==> src/rtl/bcd_entry_to_bin_if.sv <==
`default_nettype none
// ============================================================================
//  Module      : bcd_entry_to_bin_if
//  Description : Keypad-side strobes and ALU-side valid/ready operand port
//                of the decimal entry block. The master is the keypad
//                front end plus the operand consumer. The slave is the
//                entry block itself.
//                Optional del_i exists only with BCD_ENTRY_BACKSPACE_EN.
//  Revision    : 1.0 - initial release
// ============================================================================
interface bcd_entry_to_bin_if;
    logic [1:0]  op_i;
    logic [3:0]  digit_i;
    logic        digit_valid_i;
    logic        neg_i;
    logic        commit_i;
    logic        clear_i;
`ifdef BCD_ENTRY_BACKSPACE_EN
    logic        del_i;
`endif
    logic [11:0] data_o;
    logic        data_valid_o;
    logic        data_ready_i;
    logic        err_o;
    logic [2:0]  count_o;

    modport master (
        output op_i, digit_i, digit_valid_i, neg_i, commit_i, clear_i,
               data_ready_i,
`ifdef BCD_ENTRY_BACKSPACE_EN
        output del_i,
`endif
        input  data_o, data_valid_o, err_o, count_o
    );

    modport slave (
        input  op_i, digit_i, digit_valid_i, neg_i, commit_i, clear_i,
               data_ready_i,
`ifdef BCD_ENTRY_BACKSPACE_EN
        input  del_i,
`endif
        output data_o, data_valid_o, err_o, count_o
    );
endinterface
`default_nettype wire

==> src/rtl/bcd_entry_to_bin.sv <==
`default_nettype none
// ============================================================================
//  Module      : bcd_entry_to_bin
//  Description : Collects up to four BCD digits with a sign flag. On commit
//                it converts them to binary with a 4-clock MSD-first x10
//                accumulate. It then range-checks the result for the latched
//                op mode and offers the 12-bit operand on a valid/ready port.
//                Optional backspace key: define BCD_ENTRY_BACKSPACE_EN.
//  Revision    : 1.0 - initial release
// ============================================================================
module bcd_entry_to_bin #(
    parameter int DIGITS = 4,
    parameter int W      = 12
) (
    input  logic              clk,
    input  logic              rst_n,
    bcd_entry_to_bin_if.slave bus
);

    typedef enum logic [2:0] {
        S_IDLE  = 3'd0,
        S_ENTRY = 3'd1,
        S_CONV  = 3'd2,
        S_HOLD  = 3'd3,
        S_ERR   = 3'd4
    } state_t;

    localparam logic [2:0]  c_MAX_COUNT  = 3'(DIGITS);
    localparam logic [13:0] c_POS_LIM_6  = 14'd31;
    localparam logic [13:0] c_NEG_LIM_6  = 14'd32;
    localparam logic [13:0] c_POS_LIM_12 = 14'd2047;
    localparam logic [13:0] c_NEG_LIM_12 = 14'd2048;
    localparam logic [6:0]  c_FIELD_LIM  = 7'd63;

    state_t                   r_state;
    state_t                   w_state_next;
    logic [DIGITS-1:0][3:0]   r_buf;      // r_buf[0] is the least significant digit
    logic [2:0]               r_count;
    logic                     r_sign;
    logic [1:0]               r_op;
    logic [13:0]              r_acc;      // whole 4-digit value
    logic [6:0]               r_acc_hi;   // digits [3:2] only, for split mode
    logic [6:0]               r_acc_lo;   // digits [1:0] only, for split mode
    logic [1:0]               r_step;
    logic [W-1:0]             r_data;
    logic                     r_valid;
    logic                     r_err;

    logic        w_del_req;
    logic        w_do_clear;
    logic        w_do_commit;
    logic        w_do_del;
    logic        w_do_digit;
    logic        w_do_neg;
    logic        w_do_step;
    logic        w_do_finish;
    logic        w_do_release;
    logic [1:0]  w_idx;
    logic [3:0]  w_digit_cur;
    logic [13:0] w_acc_next;
    logic [6:0]  w_hi_next;
    logic [6:0]  w_lo_next;
    logic [11:0] w_signed12;
    logic        w_range_ok;
    logic [W-1:0] w_result;

`ifdef BCD_ENTRY_BACKSPACE_EN
    assign w_del_req = bus.del_i;
`else
    assign w_del_req = 1'b0;
`endif

    // State register
    always_ff @(posedge clk or negedge rst_n) begin
        if (!rst_n) begin
            r_state <= S_IDLE;
        end else begin
            r_state <= w_state_next;
        end
    end

    // Next state and one-hot action strobes; clear beats every other key
    always_comb begin
        w_state_next = r_state;
        w_do_clear   = 1'b0;
        w_do_commit  = 1'b0;
        w_do_del     = 1'b0;
        w_do_digit   = 1'b0;
        w_do_neg     = 1'b0;
        w_do_step    = 1'b0;
        w_do_finish  = 1'b0;
        w_do_release = 1'b0;
        if (bus.clear_i) begin
            w_do_clear   = 1'b1;
            w_state_next = S_IDLE;
        end else begin
            case (r_state)
                S_IDLE, S_ENTRY: begin
                    if (bus.commit_i) begin
                        w_do_commit  = 1'b1;
                        w_state_next = S_CONV;
                    end else if (w_del_req) begin
                        w_do_del = 1'b1;
                        if (r_count <= 3'd1) begin
                            w_state_next = S_IDLE;
                        end
                    end else if (bus.digit_valid_i) begin
                        // Non-decimal codes and a fifth digit are dropped
                        if ((bus.digit_i <= 4'd9) && (r_count < c_MAX_COUNT)) begin
                            w_do_digit   = 1'b1;
                            w_state_next = S_ENTRY;
                        end
                    end else if (bus.neg_i) begin
                        w_do_neg = 1'b1;
                    end
                end
                S_CONV: begin
                    w_do_step = 1'b1;
                    if (r_step == 2'd3) begin
                        w_do_finish  = 1'b1;
                        w_state_next = w_range_ok ? S_HOLD : S_ERR;
                    end
                end
                S_HOLD: begin
                    if (bus.data_ready_i) begin
                        w_do_release = 1'b1;
                        w_state_next = S_IDLE;
                    end
                end
                S_ERR: begin
                    w_state_next = S_ERR;
                end
                default: begin
                    w_state_next = S_IDLE;
                end
            endcase
        end
    end

    // One x10 accumulate step per CONV clock, walking MSD to LSD
    always_comb begin
        w_idx       = 2'd3 - r_step;
        w_digit_cur = r_buf[w_idx];
        w_acc_next  = (r_acc << 3) + (r_acc << 1) + 14'(w_digit_cur);
        w_hi_next   = r_acc_hi;
        w_lo_next   = r_acc_lo;
        if (r_step < 2'd2) begin
            w_hi_next = (r_acc_hi << 3) + (r_acc_hi << 1) + 7'(w_digit_cur);
        end else begin
            w_lo_next = (r_acc_lo << 3) + (r_acc_lo << 1) + 7'(w_digit_cur);
        end
    end

    // Range check and output formatting on the final CONV clock; uses the
    // value being accumulated that same clock so no extra cycle is needed
    always_comb begin
        w_signed12 = r_sign ? (12'd0 - w_acc_next[11:0]) : w_acc_next[11:0];
        w_range_ok = 1'b0;
        w_result   = '0;
        case (r_op)
            2'b10: begin
                w_range_ok = r_sign ? (w_acc_next <= c_NEG_LIM_12)
                                    : (w_acc_next <= c_POS_LIM_12);
                w_result   = w_signed12;
            end
            2'b11: begin
                // Sign is meaningless for the two unsigned fields
                w_range_ok = (r_acc_hi <= c_FIELD_LIM) && (w_lo_next <= c_FIELD_LIM);
                w_result   = {r_acc_hi[5:0], w_lo_next[5:0]};
            end
            default: begin
                w_range_ok = (r_count <= 3'd2) &&
                             (r_sign ? (w_acc_next <= c_NEG_LIM_6)
                                     : (w_acc_next <= c_POS_LIM_6));
                w_result   = {6'd0, w_signed12[5:0]};
            end
        endcase
    end

    // Digit buffer, sign, accumulators and registered outputs
    always_ff @(posedge clk or negedge rst_n) begin
        if (!rst_n) begin
            r_buf    <= '0;
            r_count  <= 3'd0;
            r_sign   <= 1'b0;
            r_op     <= 2'b00;
            r_acc    <= 14'd0;
            r_acc_hi <= 7'd0;
            r_acc_lo <= 7'd0;
            r_step   <= 2'd0;
            r_data   <= '0;
            r_valid  <= 1'b0;
            r_err    <= 1'b0;
        end else if (w_do_clear) begin
            r_buf    <= '0;
            r_count  <= 3'd0;
            r_sign   <= 1'b0;
            r_op     <= 2'b00;
            r_acc    <= 14'd0;
            r_acc_hi <= 7'd0;
            r_acc_lo <= 7'd0;
            r_step   <= 2'd0;
            r_data   <= '0;
            r_valid  <= 1'b0;
            r_err    <= 1'b0;
        end else begin
            if (w_do_digit) begin
                r_buf   <= {r_buf[DIGITS-2:0], bus.digit_i};
                r_count <= r_count + 3'd1;
            end
            if (w_do_del) begin
                r_buf <= {4'd0, r_buf[DIGITS-1:1]};
                if (r_count != 3'd0) begin
                    r_count <= r_count - 3'd1;
                end
            end
            if (w_do_neg) begin
                r_sign <= ~r_sign;
            end
            if (w_do_commit) begin
                r_op     <= bus.op_i;
                r_acc    <= 14'd0;
                r_acc_hi <= 7'd0;
                r_acc_lo <= 7'd0;
                r_step   <= 2'd0;
            end
            if (w_do_step) begin
                r_acc    <= w_acc_next;
                r_acc_hi <= w_hi_next;
                r_acc_lo <= w_lo_next;
                r_step   <= r_step + 2'd1;
            end
            if (w_do_finish) begin
                if (w_range_ok) begin
                    r_data  <= w_result;
                    r_valid <= 1'b1;
                end else begin
                    r_data  <= '0;
                    r_err   <= 1'b1;
                end
            end
            if (w_do_release) begin
                r_data  <= '0;
                r_valid <= 1'b0;
                r_buf   <= '0;
                r_sign  <= 1'b0;
                r_count <= 3'd0;
            end
        end
    end

    assign bus.data_o       = r_data;
    assign bus.data_valid_o = r_valid;
    assign bus.err_o        = r_err;
    assign bus.count_o      = r_count;

endmodule
`default_nettype wire

==> src/flat_wrapper.sv <==
// flat-port wrapper written by rule: the top's interface ports become plain ports
module bcd_entry_to_bin_flat 
#(
    parameter int DIGITS = 4,
    parameter int W      = 12
)
  (clk, rst_n, bus_op_i, bus_digit_i, bus_digit_valid_i, bus_neg_i, bus_commit_i, bus_clear_i, bus_data_ready_i, bus_data_o, bus_data_valid_o, bus_err_o, bus_count_o);
  bcd_entry_to_bin_if bus_i ();
  input  logic clk;
  input  logic rst_n;
  input wire logic [$bits(bus_i.op_i)-1:0] bus_op_i;
  input wire logic [$bits(bus_i.digit_i)-1:0] bus_digit_i;
  input wire logic [$bits(bus_i.digit_valid_i)-1:0] bus_digit_valid_i;
  input wire logic [$bits(bus_i.neg_i)-1:0] bus_neg_i;
  input wire logic [$bits(bus_i.commit_i)-1:0] bus_commit_i;
  input wire logic [$bits(bus_i.clear_i)-1:0] bus_clear_i;
  input wire logic [$bits(bus_i.data_ready_i)-1:0] bus_data_ready_i;
  output wire logic [$bits(bus_i.data_o)-1:0] bus_data_o;
  output wire logic [$bits(bus_i.data_valid_o)-1:0] bus_data_valid_o;
  output wire logic [$bits(bus_i.err_o)-1:0] bus_err_o;
  output wire logic [$bits(bus_i.count_o)-1:0] bus_count_o;
  assign bus_i.op_i = bus_op_i;
  assign bus_i.digit_i = bus_digit_i;
  assign bus_i.digit_valid_i = bus_digit_valid_i;
  assign bus_i.neg_i = bus_neg_i;
  assign bus_i.commit_i = bus_commit_i;
  assign bus_i.clear_i = bus_clear_i;
  assign bus_i.data_ready_i = bus_data_ready_i;
  assign bus_data_o = bus_i.data_o;
  assign bus_data_valid_o = bus_i.data_valid_o;
  assign bus_err_o = bus_i.err_o;
  assign bus_count_o = bus_i.count_o;
  bcd_entry_to_bin #(.DIGITS(DIGITS), .W(W)) u_core (.clk(clk), .rst_n(rst_n), .bus(bus_i));
endmodule
==> config.mk <==
export PLATFORM = sky130hd
export DESIGN_NAME = bcd_entry_to_bin_flat
export DESIGN_NICKNAME = d
export VERILOG_FILES = /design/src/rtl/bcd_entry_to_bin_if.sv /design/src/rtl/bcd_entry_to_bin.sv /design/src/flat_wrapper.sv
export SDC_FILE = /design/constraint.sdc
export NUM_CORES = 1
export LEC_CHECK = 0
export CORE_ASPECT_RATIO = 0.7
export CORE_MARGIN = 4
export CORE_UTILIZATION = 60
export DETAILED_ROUTE_END_ITERATION = 6
export GPL_TIMING_DRIVEN = 0
export PLACE_DENSITY = 0.81
export SYNTH_ARGS = -nofsm -noshare
export SYNTH_HDL_FRONTEND = slang
export SYNTH_SLANG_ARGS = --single-unit
==> constraint.sdc <==
create_clock -name clk -period 5.2 [get_ports clk]
set_clock_uncertainty 0.15 [all_clocks]
set_input_delay 1.3 -clock clk [delete_from_list [all_inputs] [get_ports clk]]
set_output_delay 1.3 -clock clk [all_outputs]
set_load 0.03 [all_outputs]
# Yosys cells after proc, flatten, opt, wreduce, memory -nomap -nowiden
# Index checks and enable logic that the tools add are counted.
word_totals:
  register_bits: 68
  latchBits: 0
  ramBits: 0
  mem_bits_ro: 0
  in_bits: 13
  output_inout_bits: 17
  word_cells: 138
  n_memories: 0
classes:
  add_sub_neg: 10
  multipliers: 0
  div_mod_pow: 0
  order_cmp: 11
  n_eq_ne: 13
  n_shift: 0
  muxes: 72
  bitwise: 1
  reduce_logical: 16
ops:
  columns: ["operator", "n"]
  rows:
  - ["$mux 12", 5]
  - ["$mux 7", 7]
  - ["$mux 16", 3]
  - ["$mux 13", 3]
  - ["$mux 1", 34]
  - ["$mux 3", 10]
  - ["$pmux 12 s2", 1]
  - ["$reduce_bool 3->1", 5]
  - ["$add 14x14->14", 1]
  - ["$add 14x4->14", 1]
  - ["$add 7x4->7", 2]
  - ["$add 7x7->7", 2]
  - ["$le 14x11->1 const B", 1]
  - ["$le 14x12->1 const B", 1]
  - ["$le 14x5->1 const B", 1]
  - ["$le 14x6->1 const B", 1]
  - ["$le 7x6->1 const B", 2]
  - ["$pmux 3 s4", 1]
  - ["$sub 1x12->12 const A", 1]
  - ["$mux 2", 5]
  - ["$bmux 4 s2", 1]
  - ["$eq 2x2->1 const B", 3]
  - ["$eq 3x2->1 const B", 2]
  - ["$ne 3x2->1 const B", 2]
  - ["other kinds (23)", 28]

# Longest topological paths before layout
# Gate-level depths: netlist of run 1.
logic_depth:
  ltp_word: 12
  depth_mapped: 15
  mapped_depth_nobuf: 13

# Worst setup path after synthesis of run 1
# OpenSTA, ideal clock, no wires.
synth_path:
  kind: "register -> register"
  from: "register u_core.r_step[1]"
  to: "register u_core.r_data[9], in the netlist u_core.bus.data_o[9]"
  setup_time_ns: 0.068
  arrival_ns: 3.869
  required_ns: 4.982
  setup_slack_ns: 1.113
  stages_incl_launch_ff: 16
  n_path_buf: 2
  period_less_slack_ns: 4.087
  path_cell_list: "dfrtp_1 -> clkbuf_1 -> mux4_2 -> inv_1 -> fa_1 -> inv_1 -> ha_1 -> a211oi_2 -> o21ai_1 -> xnor2_1 -> o211ai_2 -> o32ai_1 -> a31oi_1 -> nor3_4 -> buf_6 -> a32o_1"
synth_via:
  elab_chain_cells: 12
  elab_cells_between_ends: 29
  classes_between: "add/sub (4); order compare (6); eq/ne (1); mux (15); reduce/logical (3)"
synth_rtl:
  columns: ["item", "line_no", "rtl"]
  rows:
  - ["start, declared", "bcd_entry_to_bin.sv:44", "logic [1:0] r_step;"]
  - ["start signal, assigned", "bcd_entry_to_bin.sv:231", "r_step <= r_step + 2'd1;"]
  - ["$sub 2x2->2", "bcd_entry_to_bin.sv:142", "w_idx = 2'd3 - r_step;"]
  - ["$bmux 4 s2", "bcd_entry_to_bin.sv:143", "w_digit_cur = r_buf[w_idx];"]
  - ["$mux 4 (not written as such)", "bcd_entry_to_bin.sv:143", null]
  - ["$add 14x4->14 / $add 7x4->7 (equally long branches)", "bcd_entry_to_bin.sv:144, bcd_entry_to_bin.sv:150", null]
  - ["$le 14x5->1, or another cell as far along", "bcd_entry_to_bin.sv:174", ": (w_acc_next <= c_POS_LIM_6));"]
  - ["$mux 1 / $le 7x6->1 (equally long branches)", "bcd_entry_to_bin.sv:173, bcd_entry_to_bin.sv:168", null]
  - ["$logic_and 1x1->1, on equally long branches", "bcd_entry_to_bin.sv:172, bcd_entry_to_bin.sv:168", null]
  - ["$pmux 1 s2", "bcd_entry_to_bin.sv:160", "case (r_op)"]
  - ["$mux 12", "bcd_entry_to_bin.sv:234", "if (w_range_ok) begin"]
  - ["$mux 12", "bcd_entry_to_bin.sv:233", "if (w_do_finish) begin"]
  - ["$mux 12", "bcd_entry_to_bin.sv:242", "if (w_do_release) begin"]
  - ["$mux 12", "bcd_entry_to_bin.sv:194", "end else if (w_do_clear) begin"]
  - ["end signal, assigned", "bcd_entry_to_bin.sv:235", "r_data <= w_result;"]
  - ["end, declared", "bcd_entry_to_bin.sv:45", "logic [W-1:0] r_data;"]
# Several ways; a longest one is shown, not always the timed one. The select of a mux whose other input is x is not followed.
# A chain may end at the register's enable or synchronous reset.

# Worst setup path in the final report of run 1
# Ends and elaborated chain as after synthesis.

==> results.md, run 1 <==
| Item | This run | Unit |
|---|---|---|
| Run status | complete, no violations | - |
| Total clock sinks | 68 | - |
| H-Tree Level Count | 3 | - |
| Number of antenna repair diodes | 0 | - |
| Number of max-slew violations in the final report | 0 | - |
| Wire length of the first global-routing pass | 19.1 | mm |
| Global routing usage summed across all routing layers | 26.8 | % |
| Number of maximum-capacitance violations | 0 | - |
| Worst hold stages | 1 | - |
| Worst setup path startpoint | u_core.r_step[1] | - |
| Count of buffers inserted at the top-level ports | 29 | - |
| Average detailed-routed wire length per instance | 18.4 | µm |
| Register-to-register setup slack | 0.29 | ns |
| Hold buffers post-CTS | 0 | - |
| Cell area after layout | 5200 | µm² |
| List of most frequent post-synthesis cells | sky130_fd_sc_hd__nand2_1, sky130_fd_sc_hd__dfrtp_1, sky130_fd_sc_hd__ha_1 | - |
| Min-Delay Path Class | reg2reg | - |
| Final Net Count | 585 | - |
| Root buf cell | sky130_fd_sc_hd__clkbuf_8 | - |
| GR Layer Usage met3 | 5.06 | % |
| FP Rows | 26 | - |
| Count leader, synth | sky130_fd_sc_hd__nand2_1 | - |
| Core area | 7350 | µm² |
| Number of gates given a new drive strength after cts | 0 | - |
| Gp weighted congestion | 0.904 | - |
| Startpoint of the worst register-to-register path | u_core.r_step[1] | - |
| Number of global-route vias before repair | 3821 | - |
| Number of warning messages in the yosys log | 0 | - |
| Util after Layout | 70.7 | % |
| Overflow left after global routing | 0 | - |
| Post-synthesis cell type count | 60 | - |
| Width of the die | 113 | µm |
| Ranking of synthesized cells by area | sky130_fd_sc_hd__dfrtp_1, sky130_fd_sc_hd__ha_1, sky130_fd_sc_hd__nand2_1, sky130_fd_sc_hd__o21ai_0, sky130_fd_sc_hd__xnor2_1 | - |
| Deepest clock path buffer count | 2 | - |
| Highest achievable clock rate | 204 | MHz |
| Fill cell count | 593 | - |
| Share of Yosys cell area claimed by the top area cell type | 37.1 | % |
| Critical setup path kind | reg2reg | - |
| Total power of the final layout | 1080 | µW |
| CP endpoint kind | flop | - |
| Start point of the worst min-delay path | u_core.bus.data_valid_o | - |
| Dominant synthesized flop cell | sky130_fd_sc_hd__dfrtp_1 | - |
| Ratio of cells with drive above 1 in the final layout | 6.82 | % |
| Top Ports | 30 | - |
| Post-synth EDFFs | 0 | - |
| Total power per unit cell area | 208 | nW/µm² |
| Drt total wl | 11.5 | mm |
| Initial standard-cell utilization of the core | 62.4 | % |
| Layer with the highest usage | met2 | - |
| Final critical path time including I/O delays and setup | 4.91 | ns |
| Reg clk slew, reported paths | 0.08 | ns |
| Number of violations reported at the end of detailed-routing iteration 0 | 348 | - |
| Setup repair bufs after CTS | 0 | - |
| Worst R2R Path Depth | 15 | - |
| WP data required | 5.35 | ns |
| Number of antenna violations at the first check in global routing | 0 | - |
| Slew margin rel. | 41.7 | % |
| Top cell type by total area after synthesis | sky130_fd_sc_hd__dfrtp_1 | - |
| CTS buffer count | 9 | - |
| Period Utilization, post-route | 94.4 | % |
| Critical Path Sink | u_core.bus.data_o[9] | - |
| Leakage power | 0.00245 | µW |
| Skew-Pair Late Insertion Delay | 0.36 | ns |
| M1 GR Usage | 39.4 | % |
| Worst ir drop on vdd | 0.000124 | V |
| Total nets after synthesis | 545 | - |
| Unrepaired setup endpoints after global routing | false | - |
| Area Overhead vs Synth | 13.3 | % |
| Die height | 81.2 | µm |
| Total Neg Setup Slack | 0 | ns |
| Via density per instance | 6.30 | - |
| Hold violation count in the final report | 0 | - |
| Largest net degree at the start of global routing | 69 | - |
| Residual DRC count | 0 | - |
| Share of flip-flops with an asynchronous set or reset after synthesis | 100 | % |
| Number of search-and-repair iterations in the first detailed-routing pass | 5 | - |
| Final-report setup violation count | 0 | - |
| Half-perimeter wire length after detailed placement | 8.64 | mm |
| M2 GR Usage | 40.0 | % |
| Number of synthesized register bits | 68 | - |
| Average cell area after synthesis | 9.50 | µm² |
| Cell Area, Placed | 5000 | µm² |
| Antenna Nets Post-Route | 0 | - |
| Sequential cell area fraction in the yosys report | 37.1 | % |
| Crit-path max FO | 10 | - |
| Arrival time worst endpoint | 5.06 | ns |
| Instance count of the mapped netlist | 483 | - |
| Via count | 3942 | - |
| Post-synth design cell area | 4590 | µm² |
| Slew of the pin with the lowest slew margin | 0.875 | ns |
| Total die area | 9130 | µm² |
| Type of origin of the critical path | flop | - |
| CTS tree | built | - |
| Worst r2r dst | u_core.bus.data_o[9] | - |
## area by class of cell
| cell class | count | area (µm²) | share of cell area (%) |
|---|---|---|---|
| repair buffers | 29 | 288 | 5.53 |
| clock inverters | 7 | 76.3 | 1.47 |
| plain buffers | 19 | 86.3 | 1.66 |
| flip-flops and latches | 68 | 1700 | 32.7 |
| multi-input cells | 368 | 2700 | 51.8 |
| well taps | 98 | 123 | 2.36 |
| inverters | 28 | 106 | 2.05 |
| clock buffers | 9 | 124 | 2.38 |
## per-layer routing
metal	part of all wire, %	vias to the layer above
li1	-	1830
met1	48	1915
met2	43	170
met3	7.2	27
met4	2.2	0
met5	0	-
## cells in the final DEF, fill, tap and decap left out, types with 4 or more instances in the layout
cell type,synthesis,final
sky130_fd_sc_hd__xor2_1,8,8
sky130_fd_sc_hd__o21ai_0,42,42
sky130_fd_sc_hd__clkbuf_1,16,16
sky130_fd_sc_hd__inv_1,27,27
sky130_fd_sc_hd__nand2_1,69,69
sky130_fd_sc_hd__fa_1,6,6
sky130_fd_sc_hd__mux4_2,4,4
sky130_fd_sc_hd__dfrtp_1,68,68
sky130_fd_sc_hd__and2_1,4,4
sky130_fd_sc_hd__xnor2_1,21,21
sky130_fd_sc_hd__clkbuf_8,0,9
sky130_fd_sc_hd__o211ai_1,4,4
sky130_fd_sc_hd__a32o_1,9,9
sky130_fd_sc_hd__ha_1,43,43
sky130_fd_sc_hd__clkdlybuf4s50_1,0,28
sky130_fd_sc_hd__nor2_1,22,22
sky130_fd_sc_hd__and3_1,4,4
sky130_fd_sc_hd__a21oi_1,35,35
sky130_fd_sc_hd__mux2i_1,5,5
sky130_fd_sc_hd__nor2b_1,6,6
sky130_fd_sc_hd__a21o_1,7,7
sky130_fd_sc_hd__a22o_1,18,18
## registers in the layout (all words and copies together), names as in the netlist
register,flops
u_core.r_buf,16
u_core.r_acc,13
u_core.bus.data_o,12
u_core.r_acc_hi,7
u_core.r_acc_lo,7
u_core.bus.count_o,3
u_core.r_state,3
u_core.r_op,2
u_core.r_step,2
u_core.bus.data_valid_o,1
u_core.bus.err_o,1
u_core.r_sign,1
## cells by family after synthesis
group	synth area share (%)
muxes	3.05
buffers and inverters	4.20
xor gates and xnor gates	5.53
AOI/OAI and AO/OA	22.1
and+or+nand+nor	13.7
adders and majority gates	14.3
DFF	37.1
## critical path, cell delays in order (launching register included)
cell                       delay (ns)
sky130_fd_sc_hd__dfrtp_1         0.49
sky130_fd_sc_hd__clkbuf_1        0.46
sky130_fd_sc_hd__mux4_2          0.43
sky130_fd_sc_hd__inv_1           0.16
sky130_fd_sc_hd__fa_1            0.48
sky130_fd_sc_hd__inv_1           0.08
sky130_fd_sc_hd__ha_1            0.23
sky130_fd_sc_hd__a211oi_2        0.37
sky130_fd_sc_hd__o21ai_1         0.19
sky130_fd_sc_hd__xnor2_1         0.36
sky130_fd_sc_hd__o211ai_2        0.20
sky130_fd_sc_hd__o32ai_1         0.30
sky130_fd_sc_hd__a31oi_1         0.19
sky130_fd_sc_hd__nor3_4          0.36
sky130_fd_sc_hd__buf_6           0.21
sky130_fd_sc_hd__a32o_1          0.17
## worst min path at each step
stage                         endpoint
6_report       u_core.bus.data_valid_o
5_1_grt             u_core.r_acc_lo[6]
4_1_cts        u_core.bus.data_valid_o
3_5_place_dp   u_core.bus.data_valid_o
3_3_place_gp   u_core.bus.data_valid_o
2_1_floorplan       u_core.r_acc_lo[6]
## power breakdown
group	total, µW	internal [µW]	switching (µW)
registers	541	534	6.85
logic	92.8	29.5	63.3
clock network	447	223	224
## per-stage QoR
stage / worst slack [ns] / cells / hold WS [ns]
final: 0.290 / 626 / 0.347
after global routing: 0.0185 / 626 / 0.382
after CTS: 0.335 / 626 / 0.346
after detailed placement: 0.378 / 610 / 0.323
after global placement: 0.413 / 610 / 0.316
after floorplan: 1.11 / 483 / 0.308
Power figures use the tool's default switching activity.
==> inputs of run 2 (changes only) <==
--- a/config.mk
+++ b/config.mk
@@ -5,7 +5,6 @@
 export SDC_FILE = /design/constraint.sdc
 export NUM_CORES = 1
 export LEC_CHECK = 0
-export CORE_ASPECT_RATIO = 0.7
 export CORE_MARGIN = 4
 export CORE_UTILIZATION = 60
 export DETAILED_ROUTE_END_ITERATION = 6
==> results.md, run 2 (synthesis gave the netlist of run 1 again) <==
| Item | This run | Unit |
|---|---|---|
| Number of global-route vias before repair | 3844 | - |
| CTS buffer count | 9 | - |
| Core area | 7330 | µm² |
| Antenna Nets Post-Route | 0 | - |
| Fill cell count | 542 | - |
| Area Overhead vs Synth | 13.9 | % |
| Critical setup path kind | reg2reg | - |
| Highest achievable clock rate | 211 | MHz |
| Register with the most flip-flops | u_core.r_buf | - |
| Arrival time worst endpoint | 4.87 | ns |
| Slew margin rel. | 43.5 | % |
| Unrepaired setup endpoints after global routing | false | - |
| Hold violation count in the final report | 0 | - |
| Total power of the final layout | 1130 | µW |
| Reg clk slew, reported paths | 0.08 | ns |
| Total die area | 9110 | µm² |
| Area of combinational cells with multiple inputs | 2700 | µm² |
| Cell area after layout | 5230 | µm² |
| Min-Delay Path Class | reg2reg | - |
| Die height | 95.5 | µm |
| Max FFs per register | 16 | - |
| Hold buffers post-CTS | 0 | - |
| CP endpoint kind | flop | - |
| Crit-path max FO | 10 | - |
| Gp weighted congestion | 0.860 | - |
| Largest net degree at the start of global routing | 69 | - |
| Worst ir drop on vdd | 0.000177 | V |
| Half-perimeter wire length after detailed placement | 8.32 | mm |
| Ratio of cells with drive above 1 in the final layout | 7.01 | % |
| Via density per instance | 6.20 | - |
| Final critical path time including I/O delays and setup | 4.73 | ns |
| Final-report setup violation count | 0 | - |
| Top Ports | 30 | - |
| Count of buffers inserted at the top-level ports | 29 | - |
| Setup repair bufs after CTS | 0 | - |
| Initial standard-cell utilization of the core | 62.6 | % |
| Total power per unit cell area | 216 | nW/µm² |
| Run status | complete, no violations | - |
| Deepest clock path buffer count | 2 | - |
| Final Net Count | 585 | - |
| Non-filler cells, final | 627 | - |
| Number of search-and-repair iterations in the first detailed-routing pass | 5 | - |
| Residual DRC count | 0 | - |
| Slew of the pin with the lowest slew margin | 0.847 | ns |
| Leading cell type in the layout, fill and taps excluded | sky130_fd_sc_hd__nand2_1 | - |
| WP data required | 5.34 | ns |
| Average detailed-routed wire length per instance | 18.0 | µm |
| Drt total wl | 11.3 | mm |
| Number of violations reported at the end of detailed-routing iteration 0 | 307 | - |
| Pre-CTS setup slack | 0.277 | ns |
| Number of max-slew violations in the final report | 0 | - |
| Sequential Area | 1700 | µm² |
| Period Utilization, post-route | 91.0 | % |
| Number of gates given a new drive strength after cts | 0 | - |
| Via count | 3889 | - |
| Number of antenna violations at the first check in global routing | 0 | - |
| Total Neg Setup Slack | 0 | ns |
| Total clock sinks | 68 | - |
| Root buf cell | sky130_fd_sc_hd__clkbuf_8 | - |
| H-Tree Level Count | 3 | - |
| CTS tree | built | - |
| Leakage power | 0.00248 | µW |
| Skew-Pair Late Insertion Delay | 0.35 | ns |
| Overflow left after global routing | 0 | - |
| Cell Area, Placed | 5000 | µm² |
| Commonest non-fill, non-tap cells in the layout | sky130_fd_sc_hd__nand2_1, sky130_fd_sc_hd__dfrtp_1, sky130_fd_sc_hd__ha_1, sky130_fd_sc_hd__o21ai_0, sky130_fd_sc_hd__a21oi_1 | - |
| Number of maximum-capacitance violations | 0 | - |
| Setup slack after layout | 0.468 | ns |
| Type of origin of the critical path | flop | - |
| Global routing usage summed across all routing layers | 26.6 | % |
| Total placed cells including tap cells | 611 | - |
| Number of antenna repair diodes | 0 | - |
| Width of the die | 95.5 | µm |
| FP Rows | 31 | - |
| Wire length of the first global-routing pass | 18.6 | mm |
-- run 2: changes by cell type in the layout (fill, tap and decap cells not counted), sizes merged --
cell	change
clkinvlp	-2
clkinv	+1
inv	-1
bufinv	+1
clkbuf	+1
-- run 2: worst max-delay path: stages (launching register included) --
cell,delay [ns]
sky130_fd_sc_hd__dfrtp_1,0.49
sky130_fd_sc_hd__clkbuf_2,0.32
sky130_fd_sc_hd__mux4_2,0.40
sky130_fd_sc_hd__inv_1,0.16
sky130_fd_sc_hd__fa_1,0.48
sky130_fd_sc_hd__inv_1,0.08
sky130_fd_sc_hd__ha_1,0.24
sky130_fd_sc_hd__a211oi_2,0.37
sky130_fd_sc_hd__o21ai_1,0.18
sky130_fd_sc_hd__xnor2_1,0.38
sky130_fd_sc_hd__o211ai_2,0.22
sky130_fd_sc_hd__o32ai_1,0.32
sky130_fd_sc_hd__a31oi_1,0.19
sky130_fd_sc_hd__nor3_4,0.31
sky130_fd_sc_hd__buf_6,0.21
sky130_fd_sc_hd__a32o_1,0.17
-- run 2: through the flow --
step           hold slack (ns)  utilization [%]
4_1_cts                  0.340             71.3
3_5_place_dp             0.324             68.2
5_1_grt                  0.365             71.3
6_report                 0.340             71.3
2_1_floorplan            0.308                -
3_3_place_gp             0.315             68.3
-- run 2: routing by layer --
metal / track usage, % / share of wire (%) / vias up
met5: 0 / 0 / -
met2: 44.4 / 50 / 120
met4: 8.65 / 1.7 / 0
met3: 5.60 / 4.5 / 18
li1: - / - / 1829
met1: 34.5 / 44 / 1922
-- run 2: worst paths after layout --
check / start / to / slack [ns] / cells after the start
max: u_core.r_step[1] / u_core.bus.data_o[9] / 0.47 / 15
min: u_core.r_acc_lo[6] / u_core.r_acc_lo[6] / 0.34 / 1
max reg2reg: u_core.r_step[1] / u_core.bus.data_o[9] / 0.47 / 15
min reg2reg: u_core.r_acc_lo[6] / u_core.r_acc_lo[6] / 0.34 / 1
max in group asynchronous: rst_n / u_core.bus.count_o[2] / 3.45 / 1
min in group asynchronous: rst_n / u_core.r_acc[12] / 0.90 / 1
-- run 2: layout make-up --
cell class	instances	area share, %
timing repair buffer	29	5.51
clock buffer	10	2.63
buffer	19	1.68
sequential	68	32.6
clock inverter	6	1.68
tap	99	2.37
multi-input combinational	368	51.6
inverter	28	2.03
-- run 2: power by group --
part / switching [µW] / internal [µW] / total (µW)
clock network: 214 / 283 / 497
registers: 6.75 / 534 / 541
logic: 63.2 / 29.6 / 92.7
